### config.mk
export PLATFORM = sky130hd
export DESIGN_NAME = rom_loader_flat
export DESIGN_NICKNAME = d
export VERILOG_FILES = /design/src/rtl/rom_loader_pkg.sv /design/src/rtl/rom_loader_if.sv /design/src/rtl/rom_loader.sv /design/src/flat_wrapper.sv
export SDC_FILE = /design/constraint.sdc
export NUM_CORES = 1
export LEC_CHECK = 0
export BUFFER_PORTS_ARGS = -buffer_cell sky130_fd_sc_hd__buf_2
export CAP_MARGIN = 20
export CORE_ASPECT_RATIO = 1.2
export CORE_MARGIN = 3
export CORE_UTILIZATION = 30
export CTS_BUF_LIST = sky130_fd_sc_hd__clkbuf_4 sky130_fd_sc_hd__clkbuf_8
export DETAILED_ROUTE_END_ITERATION = 7
export SKIP_CTS_REPAIR_TIMING = 1
export SYNTH_ARGS = -nofsm -noshare
export SYNTH_HDL_FRONTEND = slang
export SYNTH_SLANG_ARGS = --single-unit
### constraint.sdc
create_clock -name clock -period 5.62 [get_ports clock]
set_clock_uncertainty 0.2 [all_clocks]
set_input_delay 0.281 -clock clock [delete_from_list [all_inputs] [get_ports clock]]
set_output_delay 0.281 -clock clock [all_outputs]
set_load 0.05 [all_outputs]
### src/rtl/rom_loader_pkg.sv
// rtl/rom_loader_pkg.sv - shared state encoding and size defaults for the ROM loader
package rom_loader_pkg;

    localparam int ADDR_W_DEF    = 15;
    localparam int ROM_DEPTH_DEF = 32768;
    localparam int DATA_W        = 16;
    localparam int CNT_W         = 16;

    typedef enum logic [2:0] {
        LEN_HI  = 3'd0,
        LEN_LO  = 3'd1,
        CHECK   = 3'd2,
        DATA_HI = 3'd3,
        DATA_LO = 3'd4,
        WRITE   = 3'd5,
        DONE    = 3'd6,
        ERR     = 3'd7
    } state_t;

    // States in which the loader is willing to take an upstream byte.
    function automatic logic accepts_byte(input state_t s);
        return (s == LEN_HI) || (s == LEN_LO) || (s == DATA_HI) || (s == DATA_LO);
    endfunction

endpackage

### src/rtl/rom_loader_if.sv
// rtl/rom_loader_if.sv - byte stream in, ROM write port and CPU control out
//
// slave  : the loader (consumes in_valid/in_data, drives everything else)
// master : the byte source / ROM / Computer side
//   in_valid, in_data  upstream byte and its qualifier
//   in_ready           loader accepts a byte this cycle
//   rom_we             one-cycle write strobe per word
//   rom_addr, rom_data ROM write address and 16-bit instruction
//   cpu_reset          active-high hold-in-reset to the Computer
//   done, error        load finished / illegal length
interface rom_loader_if
    import rom_loader_pkg::*;
#(
    parameter int ADDR_W = ADDR_W_DEF
);
    logic              in_valid;
    logic [7:0]        in_data;
    logic              in_ready;
    logic              rom_we;
    logic [ADDR_W-1:0] rom_addr;
    logic [DATA_W-1:0] rom_data;
    logic              cpu_reset;
    logic              done;
    logic              error;

    modport slave (
        input  in_valid, in_data,
        output in_ready, rom_we, rom_addr, rom_data, cpu_reset, done, error
    );

    modport master (
        output in_valid, in_data,
        input  in_ready, rom_we, rom_addr, rom_data, cpu_reset, done, error
    );
endinterface

### src/rtl/rom_loader.sv
// rtl/rom_loader.sv - loads a length-prefixed word stream into the instruction ROM
//
// Ports:
//   clock  rising-edge system clock
//   reset  asynchronous active-low reset; restarts from the length header
//   bus    rom_loader_if.slave: byte stream in, ROM write port, cpu_reset/done/error
//
// Stream format: N (hi, lo) then N words, each hi then lo. Each word costs
// DATA_HI, DATA_LO, WRITE, so a continuously valid source gets one word per
// three cycles.
module rom_loader
    import rom_loader_pkg::*;
#(
    parameter int ADDR_W    = ADDR_W_DEF,
    parameter int ROM_DEPTH = ROM_DEPTH_DEF
) (
    input  logic         clock,
    input  logic         reset,
    rom_loader_if.slave  bus
);

    state_t             state;
    state_t             state_nx;

    logic [CNT_W-1:0]   len;
    logic [CNT_W-1:0]   counter;
    logic [7:0]         hi_byte;
    logic [ADDR_W-1:0]  addr_q;
    logic [DATA_W-1:0]  data_q;

    logic               ready_c;
    logic               take;
    logic               last_word;
    logic               too_long;

    assign last_word = (counter == len - 16'd1);
    // Compare in 32 bits so ROM_DEPTH=65536 style configurations cannot wrap.
    assign too_long  = (32'(len) > 32'(ROM_DEPTH));

    // ------------------------------------------------------------------
    // State register
    // ------------------------------------------------------------------
    always_ff @(posedge clock or negedge reset) begin
        if (!reset) begin
            state <= LEN_HI;
        end else begin
            state <= state_nx;
        end
    end

    // ------------------------------------------------------------------
    // Next state
    // ------------------------------------------------------------------
    always_comb begin
        state_nx = state;
        ready_c  = accepts_byte(state);
        case (state)
            LEN_HI:  if (bus.in_valid) state_nx = LEN_LO;
            LEN_LO:  if (bus.in_valid) state_nx = CHECK;
            CHECK: begin
                if (len == '0) begin
                    state_nx = DONE;
                end else if (too_long) begin
                    state_nx = ERR;
                end else begin
                    state_nx = DATA_HI;
                end
            end
            DATA_HI: if (bus.in_valid) state_nx = DATA_LO;
            DATA_LO: if (bus.in_valid) state_nx = WRITE;
            WRITE:   state_nx = last_word ? DONE : DATA_HI;
            DONE:    state_nx = DONE;
            ERR:     state_nx = ERR;
            default: state_nx = LEN_HI;
        endcase
    end

    // in_ready is masked by reset so nothing looks acceptable while held.
    assign take = ready_c & reset & bus.in_valid;

    // ------------------------------------------------------------------
    // Byte assembly, word counter and ROM write registers
    // ------------------------------------------------------------------
    always_ff @(posedge clock or negedge reset) begin
        if (!reset) begin
            len     <= '0;
            counter <= '0;
            hi_byte <= '0;
            addr_q  <= '0;
            data_q  <= '0;
        end else begin
            case (state)
                LEN_HI:  if (take) len[15:8] <= bus.in_data;
                LEN_LO:  if (take) len[7:0]  <= bus.in_data;
                CHECK:   counter <= '0;
                DATA_HI: if (take) hi_byte <= bus.in_data;
                DATA_LO: begin
                    // Latch address/data on the low byte so they are valid
                    // throughout WRITE and then hold until the next word.
                    if (take) begin
                        addr_q <= counter[ADDR_W-1:0];
                        data_q <= {hi_byte, bus.in_data};
                    end
                end
                WRITE:   if (!last_word) counter <= counter + 16'd1;
                default: ;
            endcase
        end
    end

    // ------------------------------------------------------------------
    // Outputs
    // ------------------------------------------------------------------
    assign bus.in_ready  = ready_c & reset;
    assign bus.rom_we    = (state == WRITE);
    assign bus.rom_addr  = addr_q;
    assign bus.rom_data  = data_q;
    assign bus.cpu_reset = (state != DONE);
    assign bus.done      = (state == DONE);
    assign bus.error     = (state == ERR);

endmodule

### src/flat_wrapper.sv
// flat-port wrapper written by rule: the top's interface ports become plain ports
module rom_loader_flat import rom_loader_pkg::*;
#(
    parameter int ADDR_W    = ADDR_W_DEF,
    parameter int ROM_DEPTH = ROM_DEPTH_DEF
)
  (clock, reset, bus_in_valid, bus_in_data, bus_in_ready, bus_rom_we, bus_rom_addr, bus_rom_data, bus_cpu_reset, bus_done, bus_error);
  rom_loader_if #(.ADDR_W(ADDR_W)) bus_i ();
  input  logic clock;
  input  logic reset;
  input wire logic [$bits(bus_i.in_valid)-1:0] bus_in_valid;
  input wire logic [$bits(bus_i.in_data)-1:0] bus_in_data;
  output wire logic [$bits(bus_i.in_ready)-1:0] bus_in_ready;
  output wire logic [$bits(bus_i.rom_we)-1:0] bus_rom_we;
  output wire logic [$bits(bus_i.rom_addr)-1:0] bus_rom_addr;
  output wire logic [$bits(bus_i.rom_data)-1:0] bus_rom_data;
  output wire logic [$bits(bus_i.cpu_reset)-1:0] bus_cpu_reset;
  output wire logic [$bits(bus_i.done)-1:0] bus_done;
  output wire logic [$bits(bus_i.error)-1:0] bus_error;
  assign bus_i.in_valid = bus_in_valid;
  assign bus_i.in_data = bus_in_data;
  assign bus_in_ready = bus_i.in_ready;
  assign bus_rom_we = bus_i.rom_we;
  assign bus_rom_addr = bus_i.rom_addr;
  assign bus_rom_data = bus_i.rom_data;
  assign bus_cpu_reset = bus_i.cpu_reset;
  assign bus_done = bus_i.done;
  assign bus_error = bus_i.error;
  rom_loader #(.ADDR_W(ADDR_W), .ROM_DEPTH(ROM_DEPTH)) u_core (.clock(clock), .reset(reset), .bus(bus_i));
endmodule
==> results_dict.tcl <==
set metrics [dict create \
    power_switching_mw 0.493 \
    synthFlopType "dfrtp_1" \
    max_freq_mhz 295 \
    io_pins 47 \
    yosysSeqAreaShare_pct 49.2 \
    cp_data_required_time_ns 5.70 \
    grt_start_max_net_pins 79 \
    clockBufferDepth 2 \
    clock_sinks 74 \
    drv_cap 0 \
    syn_area_per_cell_um2 11.0 \
    synth_cells 343 \
    totalWireLength_mm 8.26 \
    ys_seq_elements 74 \
    rr_startpoint "u_core.len[0]$_DFFE_PN0P_" \
    synth_area_um2 3760 \
    worstSetupPathType "reg2reg" \
    hpwl_mm 5.91 \
    initial_utilization_pct 30.9 \
    worst_skew_pair.late_latency_ns 0.36 \
    track_usage_pct 12.6 \
    hold_path.class "in2reg" \
    cts_max_level 3 \
    wl_per_cell_um 14.9 \
    vias 2800 \
    first_global_vias 2788 \
    cts_root_buf "clkbuf_8" \
    setup_viol 0 \
    p_int_mw 0.962 \
    cts_tree "done" \
    slew_headroom_pct 36.0 \
    drt_iter0_markers 159 \
    synth_cell_types 46 \
    route.detailed.drc 0 \
    gp_routability_congestion 0.874 \
    power_density_nw_per_um2 332 \
    overflow 0 \
    clk_pin_slew_ns 0.08 \
    ant_nets 0 \
    syn_nets 356 \
    final_cell_mix "74 x dfrtp_1, 53 x mux2_2, 45 x buf_2" \
    outcome "finished clean" \
    setup_tns_ns 0 \
    syn2layout_area_growth_pct 16.6 \
    yosys_warnings 0 \
    ys_async_sr_fraction_pct 100 \
    comb_power_share_pct 23.8 \
    cp-end-kind "flop" \
    startpoint_type "flop" \
    final.period_utilization_pct 60.3 \
    drive_above_1_share_pct 32.1 \
    dr.pass1.iters 4 \
    pwr-share-seq_pct 45.1 \
    port-buffer-count 46 \
    stdcell_count 554 \
    die_y_um 129 \
    cp_max_fo 29 \
    dp.cells 533 \
    final_hold_viol_count 0 \
    finalCriticalPeriod_ns 3.39 \
    die_area_um2 13900 \
    design.core.area_um2 12200 \
    layout_commonest_cell "dfrtp_1" \
    num_antenna_cells 0 \
    max_slew.worst_pin.slew_ns 0.960 \
    vdd_ir_drop_max_mv 0.217 \
    rsz0062_at_grt "no" \
    sw_frac_of_total_pct 33.9 \
    antenna_found_initial 0 \
    grt_pass1_wl_mm 13.8 \
    cts_made_buffers 9 \
    crit_arrival_ns 3.47 \
    slew_violations 0 \
    fp-row-count 44 \
    via_per_inst 5.05 \
    holdCritStartpoint "bus_in_data[1]" \
    die_w_um 108 \
    final_nets 401 \
    synth-edff-count 0 \
    clockPowerShare_pct 31.1 \
    power_leakage_nw 2.09 \
    crit_start "u_core.len[0]$_DFFE_PN0P_" \
]
-- synth_stat cells, types with 5 or more instances --
| cell | n | share of area (%) |
|---|---|---|
| a21oi_1 | 11 | 1.5 |
| and3_1 | 6 | 1.0 |
| clkbuf_1 | 14 | 1.4 |
| dfrtp_1 | 74 | 49 |
| inv_1 | 10 | 1.0 |
| mux2_2 | 53 | 16 |
| mux2i_1 | 6 | 1.6 |
| nand2_1 | 24 | 2.4 |
| nand3_1 | 12 | 1.6 |
| nand4_1 | 7 | 1.2 |
| nor2_1 | 17 | 1.7 |
| nor2b_1 | 6 | 1.0 |
| nor3_1 | 8 | 1.1 |
| o21ai_0 | 14 | 1.9 |
| o31ai_1 | 6 | 1.2 |
| or3_1 | 8 | 1.3 |
| or4_1 | 5 | 1.0 |
| xnor2_1 | 5 | 1.2 |
| xor2_1 | 12 | 2.8 |
-- cell type report --
cell class / instances / area, um^2
Clock inverter: 7 / 93.8
Tap cell: 161 / 201
Timing Repair Buffer: 54 / 305
Inverter: 10 / 37.5
Sequential cell: 74 / 1850
Clock buffer: 9 / 124
Multi-Input combinational cell: 239 / 1770
Fill cell: 1208 / 7780
-- path summary, 6_finish.rpt --
check | endpoint | cells after the start | slack, ns
max in group asynchronous | u_core.bus.rom_data[4]$_DFFE_PN0P_ | 2 | 4.17
max | u_core.counter[14]$_DFFE_PN0P_ | 11 | 2.23
min in group asynchronous | u_core.bus.rom_addr[2]$_DFFE_PN0P_ | 2 | 0.43
min | u_core.len[9]$_DFFE_PN0P_ | 3 | 0.003
min reg2reg | u_core.bus.rom_addr[6]$_DFFE_PN0P_ | 1 | 0.30
max reg2reg | u_core.counter[14]$_DFFE_PN0P_ | 11 | 2.23
-- power groups by stage --
stage | sequential (mW) | combinational, mW | clock [mW]
after floorplan | 0.713 | 0.209 | 0
after global placement | 0.663 | 0.339 | 0
after detailed placement | 0.667 | 0.347 | 0
after CTS | 0.656 | 0.347 | 0.467
after global routing | 0.668 | 0.376 | 0.491
final | 0.656 | 0.346 | 0.453
-- metrics by stage --
stage / utilization, % / worst slack (ns) / instance area [um^2] / hold WS (ns) / power, mW
2_1_floorplan: - / 2.47 / 3760 / -0.215 / 0.922
3_3_place_gp: 33.9 / 2.34 / 4120 / 0.284 / 1.00
3_5_place_dp: 33.9 / 2.25 / 4120 / 0.291 / 1.01
4_1_cts: 35.7 / 2.21 / 4340 / -0.0947 / 1.47
5_1_grt: 36.1 / 1.95 / 4390 / 0.00337 / 1.53
6_report: 36.1 / 2.23 / 4390 / 0.00328 / 1.46
-- critical path: stages, from the launching register on --
cell and delay [ns]:
dfrtp_1 0.43, inv_1 0.08, ha_1 0.25, or4b_4 0.55
nor4b_4 0.35, mux2i_1 0.23, mux2i_1 0.10, a21oi_2 0.17
nor3_2 0.06, buf_4 0.22, or4_1 0.52, a21oi_1 0.15
-- cell families (layout without fill, tap and decap cells) --
kind of cell    Yosys count  count (layout)  share of synthesized area [%]
compound gates           52              52                           9.08
xor+xnor                 17              17                           3.96
fa+ha+maj                 2               2                          0.665
buf+inv                  30              80                           3.72
flops                    74              74                           49.2
mux                      59              59                           17.5
simple gates            109             109                           15.9
-- registers in the layout (all words and copies together) (netlist names) --
signal and cells:
u_core.bus.rom_data 16, u_core.hi_byte 8, u_core.state 3, u_core.bus.rom_addr 15
u_core.len 16, u_core.counter 16
-- metal layers --
| metal | track usage (%) | part of all wire, % | vias to the layer above |
|---|---|---|---|
| li1 | - | - | 1335 |
| met1 | 15.7 | 45 | 1374 |
| met2 | 20.2 | 48 | 75 |
| met3 | 3.31 | 4.8 | 16 |
| met4 | 6.09 | 2.0 | 0 |
| met5 | 0 | 0 | - |
(Power assumes the default switching activity.)
